===== src/rtl/pipe_defs.sv =====
// Shared pipeline hazard encodings: T_new / T_use codes and forward-select values.
package pipe_defs;

  localparam int unsigned REG_W_DEF = 5;
  localparam int unsigned T_W_DEF   = 2;

  // T_new of a producer on entry to E, T_use of a consumer while in D
  localparam logic [1:0] TNEW_JAL  = 2'd0;
  localparam logic [1:0] TNEW_ALU  = 2'd1;
  localparam logic [1:0] TNEW_LW   = 2'd2;
  localparam logic [1:0] TUSE_NONE = 2'd3;

  // D-stage operand source (branch/jr compare)
  typedef enum logic [1:0] {
    FWD_GRF = 2'b00,
    FWD_E   = 2'b01,
    FWD_M   = 2'b10
  } d_fwd_e;

  // E-stage operand source (ALU inputs)
  typedef enum logic [1:0] {
    FWD_REG = 2'b00,
    FWD_MW  = 2'b01,
    FWD_WW  = 2'b10
  } e_fwd_e;

endpackage


===== src/rtl/hazard_match.sv =====
// Compares one consumer source (index + T_use) against one producer stage tag.
// o_hit[1] = value ready for forwarding, o_hit[0] = consumer must stall.
module hazard_match #(
  parameter int unsigned     REG_W     = 5,
  parameter int unsigned     T_W       = 2,
  parameter logic [T_W-1:0]  TUSE_NONE = '1
) (
  input  logic [REG_W-1:0] i_src,
  input  logic [T_W-1:0]   i_tuse,
  input  logic [REG_W-1:0] i_wreg,
  input  logic [T_W-1:0]   i_tnew,
  output logic [1:0]       o_hit
);

  logic w_match;

  // $0 is never a real dependency on either side
  assign w_match  = (i_src != '0) && (i_src == i_wreg);
  assign o_hit[1] = w_match && (i_tnew == '0);
  assign o_hit[0] = w_match && (i_tuse != TUSE_NONE) && (i_tnew > i_tuse);

endmodule


===== src/rtl/hazard_scoreboard.sv =====
// Scoreboard of in-flight E/M/W destination tags; produces stall and the
// D/E forwarding selects for the instruction currently in D.
module hazard_scoreboard
  import pipe_defs::*;
#(
  parameter int unsigned    REG_W     = REG_W_DEF,
  parameter int unsigned    T_W       = T_W_DEF,
  parameter logic [T_W-1:0] TUSE_NONE = pipe_defs::TUSE_NONE
) (
  input  logic             clk,
  input  logic             reset,
  input  logic [REG_W-1:0] D_rs,
  input  logic [REG_W-1:0] D_rt,
  input  logic [T_W-1:0]   D_Tuse_rs,
  input  logic [T_W-1:0]   D_Tuse_rt,
  input  logic [REG_W-1:0] D_Wreg,
  input  logic [T_W-1:0]   D_T_new,
  output logic             stall,
  output logic [1:0]       D_fwd_rs,
  output logic [1:0]       D_fwd_rt,
  output logic [1:0]       E_fwd_rs,
  output logic [1:0]       E_fwd_rt,
  output logic [REG_W-1:0] E_Wreg_q,
  output logic [T_W-1:0]   E_Tnew_q
);

  logic [REG_W-1:0] r_e_rs;
  logic [REG_W-1:0] r_e_rt;
  logic [REG_W-1:0] r_e_wreg;
  logic [T_W-1:0]   r_e_tnew;
  logic [REG_W-1:0] r_m_wreg;
  logic [T_W-1:0]   r_m_tnew;
  logic [REG_W-1:0] r_w_wreg;

  logic [1:0] w_hit_rs_e;
  logic [1:0] w_hit_rs_m;
  logic [1:0] w_hit_rt_e;
  logic [1:0] w_hit_rt_m;
  logic       w_stall;

  hazard_match #(.REG_W(REG_W), .T_W(T_W), .TUSE_NONE(TUSE_NONE)) u_rs_e (
    .i_src(D_rs), .i_tuse(D_Tuse_rs), .i_wreg(r_e_wreg), .i_tnew(r_e_tnew), .o_hit(w_hit_rs_e)
  );
  hazard_match #(.REG_W(REG_W), .T_W(T_W), .TUSE_NONE(TUSE_NONE)) u_rs_m (
    .i_src(D_rs), .i_tuse(D_Tuse_rs), .i_wreg(r_m_wreg), .i_tnew(r_m_tnew), .o_hit(w_hit_rs_m)
  );
  hazard_match #(.REG_W(REG_W), .T_W(T_W), .TUSE_NONE(TUSE_NONE)) u_rt_e (
    .i_src(D_rt), .i_tuse(D_Tuse_rt), .i_wreg(r_e_wreg), .i_tnew(r_e_tnew), .o_hit(w_hit_rt_e)
  );
  hazard_match #(.REG_W(REG_W), .T_W(T_W), .TUSE_NONE(TUSE_NONE)) u_rt_m (
    .i_src(D_rt), .i_tuse(D_Tuse_rt), .i_wreg(r_m_wreg), .i_tnew(r_m_tnew), .o_hit(w_hit_rt_m)
  );

  assign w_stall  = w_hit_rs_e[0] | w_hit_rs_m[0] | w_hit_rt_e[0] | w_hit_rt_m[0];
  assign stall    = w_stall;
  assign E_Wreg_q = r_e_wreg;
  assign E_Tnew_q = r_e_tnew;

  // Advance tags E->M->W every cycle; a stall loads a bubble into E
  always_ff @(posedge clk or negedge reset) begin
    if (!reset) begin
      r_e_rs   <= '0;
      r_e_rt   <= '0;
      r_e_wreg <= '0;
      r_e_tnew <= '0;
      r_m_wreg <= '0;
      r_m_tnew <= '0;
      r_w_wreg <= '0;
    end else begin
      r_m_wreg <= r_e_wreg;
      r_m_tnew <= (r_e_tnew == '0) ? '0 : r_e_tnew - T_W'(1);
      r_w_wreg <= r_m_wreg;
      if (w_stall) begin
        r_e_rs   <= '0;
        r_e_rt   <= '0;
        r_e_wreg <= '0;
        r_e_tnew <= '0;
      end else begin
        r_e_rs   <= D_rs;
        r_e_rt   <= D_rt;
        r_e_wreg <= D_Wreg;
        r_e_tnew <= D_T_new;
      end
    end
  end

  // D-stage selects: only a producer whose result already exists can forward
  always_comb begin
    D_fwd_rs = FWD_GRF;
    D_fwd_rt = FWD_GRF;
    if (w_hit_rs_e[1])      D_fwd_rs = FWD_E;
    else if (w_hit_rs_m[1]) D_fwd_rs = FWD_M;
    if (w_hit_rt_e[1])      D_fwd_rt = FWD_E;
    else if (w_hit_rt_m[1]) D_fwd_rt = FWD_M;
  end

  // E-stage selects: younger stage (M) takes priority over W
  always_comb begin
    E_fwd_rs = FWD_REG;
    E_fwd_rt = FWD_REG;
    if (r_e_rs != '0) begin
      if (r_e_rs == r_m_wreg)      E_fwd_rs = FWD_MW;
      else if (r_e_rs == r_w_wreg) E_fwd_rs = FWD_WW;
    end
    if (r_e_rt != '0) begin
      if (r_e_rt == r_m_wreg)      E_fwd_rt = FWD_MW;
      else if (r_e_rt == r_w_wreg) E_fwd_rt = FWD_WW;
    end
  end

endmodule

===== config.mk =====
export PLATFORM = sky130hd
export DESIGN_NAME = hazard_scoreboard
export DESIGN_NICKNAME = d
export VERILOG_FILES = /design/src/rtl/pipe_defs.sv /design/src/rtl/hazard_match.sv /design/src/rtl/hazard_scoreboard.sv
export SDC_FILE = /design/constraint.sdc
export NUM_CORES = 1
export LEC_CHECK = 0
export CAP_MARGIN = 20
export CORE_MARGIN = 1
export CORE_UTILIZATION = 33
export CTS_BUF_LIST = sky130_fd_sc_hd__clkbuf_8
export CTS_CLUSTER_SIZE = 8
export DETAILED_ROUTE_END_ITERATION = 16
export RECOVER_POWER = 50
export SLEW_MARGIN = 30
export SYNTH_ARGS = -nofsm -noshare
export SYNTH_HDL_FRONTEND = slang
export SYNTH_SLANG_ARGS = --single-unit

===== constraint.sdc =====
create_clock -name clk -period 3.15 [get_ports clk]
set_input_delay 0.63 -clock clk [delete_from_list [all_inputs] [get_ports clk]]
set_output_delay 0.63 -clock clk [all_outputs]
set_load 0.05 [all_outputs]

==> metrics.md <==
| Metric | Value |
|---|---|
| Result of the run | complete, but fails checks |
| Violated checks | capacitance limit, slew limit |
| Total via count in the routed design | 1294 |
| Part of the Yosys area used for sequential elements | 44.4% |
| Slew at the pin closest to its max-slew limit | 1.53 ns |
| Standard-cell row count | 25 |
| Remaining antenna violation count | 0 |
| Critical path buffer and inverter count | 4 |
| Relative slew margins | -2.08% |
| Inst Count DP | 265 |
| Slowest stage cell, crit path | sky130_fd_sc_hd__clkdlybuf4s50_1 |
| Stages on worst setup path | 9 |
| Pwr/cell area | 484 mW/mm^2 |
| # IOs | 39 |
| Final setup fails | 0 |
| Final-report max-slew violation count | 30 |
| Summed area of non-filler cells in the final layout | 0.00240 sq mm |
| Cell area after synthesis | 0.00163 sq mm |
| Core region area | 0.00475 sq mm |
| Crit Path Category | primary input to output port |
| Number of buffers inserted for hold repair after clock tree synthesis | 0 |
| Ratio of cells with drive above 1 in the final layout | 17.3% |
| Start point of the worst min-delay path | E_Wreg_q[1] |
| Maximum fanout along the worst path | 3 |
| Clock skew | 0.00836 ns |
| Terminus of the critical flop-to-flop path | r_e_rs[0] |
| Mean post-synth cell area | 10.8 sq um |
| Ratio of final minimum period to clock period | 97.2% |
| Sinks on the clock net | 29 |
| Setup TNS | 0 ns |
| Crit path setup slack, layout | 0.0886 ns |
| Worst setup path end | stall |
| Clock Tree Buf Depth | 2 |
| Starting DRC count in detailed routing | 38 |
| Max frequency | 327 MHz |
| Post-synthesis net count | 182 |
| Clock buffers created by TritonCTS | 5 |
| Worst-case setup slack after placement | -0.0243 ns |
| Largest net degree at the start of global routing | 30 |
| Total power consumption of the routed design | 0.00116 W |
| Gate Count Post-Synth | 151 |
| Synth cell types | 19 |
| 1st-pass router iterations | 4 |
| Required time at the worst-slack endpoint | 2.52 ns |
| Vertical extent of the die | 72.4 um |
| Cell area reported after detailed placement | 0.00219 sq mm |
| Post-layout net count | 238 |
| Launching element type of the critical path | primary input |
| Family with the most delay on the worst path | buffers and inverters |
| Post-DP HPWL | 3.02 mm |
| Routed wirelength normalized by instance count | 14.6 um |
| DIE WIDTH | 72.4 um |
| Clk root buf | sky130_fd_sc_hd__clkbuf_8 |
| Cells along the critical path | clkdlybuf4s50_1 > inv_1 > ha_1 > nor2b_1 > o21ai_1 > nor3_2 > nor4_4 > inv_1 > buf_6 |
| Reg2reg setup slack | 1.19 ns |
| Unrepaired setup endpoints after global routing | false |
| Initial antenna violation count | 0 |
| Leakage power figure | 1.01 nW |
| Number of global-route vias before repair | 1380 |
| Detailed-route DRC error count | 0 |
| Area growth from synthesis to final layout | 46.6% |
| Aggregate global routing overflow | 0 |
| Number of maximum-capacitance constraint violations | 1 |
| Total of fill cells in the finished design | 444 |
| Total detailed-routing wirelength | 4.01 mm |
| Total global routing track utilization | 16.3% |
| Clock Latency Late Sink | 0.27 ns |
| Post-route insts no fill | 275 |
| Die outline area | 0.00524 sq mm |
| Effective utilization at floorplan | 34.4% |
| Port Buffers | 38 |
| Synth warn | 0 |
| Origin of the worst setup path | D_Tuse_rt[1] |
| Peak supply drop | 0.320 mV |
| CTS H-Tree Depth | 2 |
| Nature of the critical path endpoint | output port |
| Arr. time, crit path | 2.43 ns |
| RePlAce Congestion | 0.835 |
| Most common cell type on the critical path | sky130_fd_sc_hd__inv_1 |
| Time the final worst path needs with I/O delays and setup | 3.06 ns |
| TritonCTS clock tree | done |
| Delay of the slowest cell on the worst path | 0.50 ns |
| Clock-pin slew of the registers on the worst-case setup and hold paths | 0.06 ns |
| Number of hold violations in the final report | 0 |
| Depth of the worst register-to-register path | 8 |
| Worst Hold Class | flop to flop |
| Number of synthesized register bits | 29 |
| Global-route wire length before repair | 6.32 mm |
| Number of vias per cell | 4.71 |
| Diode count | 0 |
| FF-to-FF Start | E_Tnew_q[0] |
flip-flops by register name, indices dropped and copies added, names as in the netlist:
name / flops
r_e_rs: 5
r_w_wreg: 5
E_Tnew_q: 2
r_m_wreg: 5
r_e_rt: 5
r_m_tnew: 2
E_Wreg_q: 5
layout by cell type, fill, tap and decap left out, types with 2 or more instances in the layout:
cell / count
sky130_fd_sc_hd__a22oi_1: 4
sky130_fd_sc_hd__and2_1: 18
sky130_fd_sc_hd__buf_4: 15
sky130_fd_sc_hd__bufinv_16: 2
sky130_fd_sc_hd__clkbuf_8: 5
sky130_fd_sc_hd__clkdlybuf4s50_1: 24
sky130_fd_sc_hd__dfrtp_1: 29
sky130_fd_sc_hd__dlymetal6s2s_1: 7
sky130_fd_sc_hd__ha_1: 8
sky130_fd_sc_hd__inv_1: 5
sky130_fd_sc_hd__nand3_1: 8
sky130_fd_sc_hd__nor2_1: 4
sky130_fd_sc_hd__nor2b_1: 5
sky130_fd_sc_hd__nor3_2: 4
sky130_fd_sc_hd__nor4_1: 4
sky130_fd_sc_hd__nor4_2: 2
sky130_fd_sc_hd__o211ai_1: 4
sky130_fd_sc_hd__o21ai_1: 3
sky130_fd_sc_hd__o31a_1: 2
sky130_fd_sc_hd__or4_1: 4
sky130_fd_sc_hd__or4_4: 2
sky130_fd_sc_hd__xnor2_1: 32
sky130_fd_sc_hd__xor2_1: 8
per-stage QoR:
step / util [%] / hold slack [ns]
6_report: 50.4 / 0.482
5_1_grt: 50.4 / 0.498
4_1_cts: 49.8 / 0.494
3_5_place_dp: 46.2 / 0.471
3_3_place_gp: 46.2 / 0.474
2_1_floorplan: - / 0.334
cell families (layout without fill, tap and decap cells):
logic type	after synthesis	after routing	synth area share, %
compound gates	14	14	5.97
buf+inv	8	65	2.30
xor+xnor	40	40	21.4
fa+ha+maj	8	8	6.13
simple gates	52	52	19.8
flops	29	29	44.4
report_power, final:
part           switching, W  internal (W)  leakage (nW)
sequential        0.0000437      0.000401         0.343
combinational      0.000131      0.000133         0.600
clock              0.000138      0.000314        0.0681
worst min path at each step:
| stage | end | slack (ns) | depth (start not counted) |
|---|---|---|---|
| global placement | r_m_wreg[4] | 0.47 | 0 |
| detailed placement | r_m_wreg[4] | 0.47 | 0 |
| finish | r_m_wreg[1] | 0.48 | 0 |
| floorplan | E_Tnew_q[0] | 0.33 | 0 |
| CTS | r_m_wreg[4] | 0.49 | 0 |
| global route | r_m_wreg[1] | 0.50 | 0 |
cell type report:
type	count	area, sq um	share of cell area (%)
Tap cell	67	83.8	3.50
Timing Repair Buffer	52	519	21.7
Clock buffer	5	68.8	2.87
Inverter	5	18.8	0.783
Multi-Input combinational cell	114	915	38.2
Clock inverter	3	65.1	2.72
Sequential cell	29	726	30.3
metal layers:
metal  track usage (%)  part of all wire (%)
met4              6.54                   1.0
met3              4.86                   4.1
met2              30.4                    53
met5                 0                     0
met1              16.8                    42
Yosys cell counts:
library cell                n  share of area [%]
sky130_fd_sc_hd__clkbuf_1   2               0.46
sky130_fd_sc_hd__inv_1      5                1.1
sky130_fd_sc_hd__and2_1    18                6.9
sky130_fd_sc_hd__a22oi_1    4                1.8
sky130_fd_sc_hd__nor2b_1    5                1.9
sky130_fd_sc_hd__xor2_1     8                4.3
sky130_fd_sc_hd__nor3_1     4                1.2
sky130_fd_sc_hd__nand3_1    8                2.5
sky130_fd_sc_hd__nor2_1     4               0.92
sky130_fd_sc_hd__ha_1       8                6.1
sky130_fd_sc_hd__or4_1      6                2.8
sky130_fd_sc_hd__nor4_4     1                1.3
sky130_fd_sc_hd__dfrtp_1   29                 44
sky130_fd_sc_hd__nor4_1     6                2.3
sky130_fd_sc_hd__o31a_1     2                1.1
sky130_fd_sc_hd__o21ai_0    4                1.2
sky130_fd_sc_hd__buf_6      1               0.69
sky130_fd_sc_hd__xnor2_1   32                 17
sky130_fd_sc_hd__o211ai_1   4                1.8
what timing repair did:
item	4_1_cts	5_1_grt
pin swaps	8	7
resized for setup	9	12
endpoints found under the setup margin	1	3
setup buffers	2	0
No activity file was read; power rests on OpenSTA's default activity.
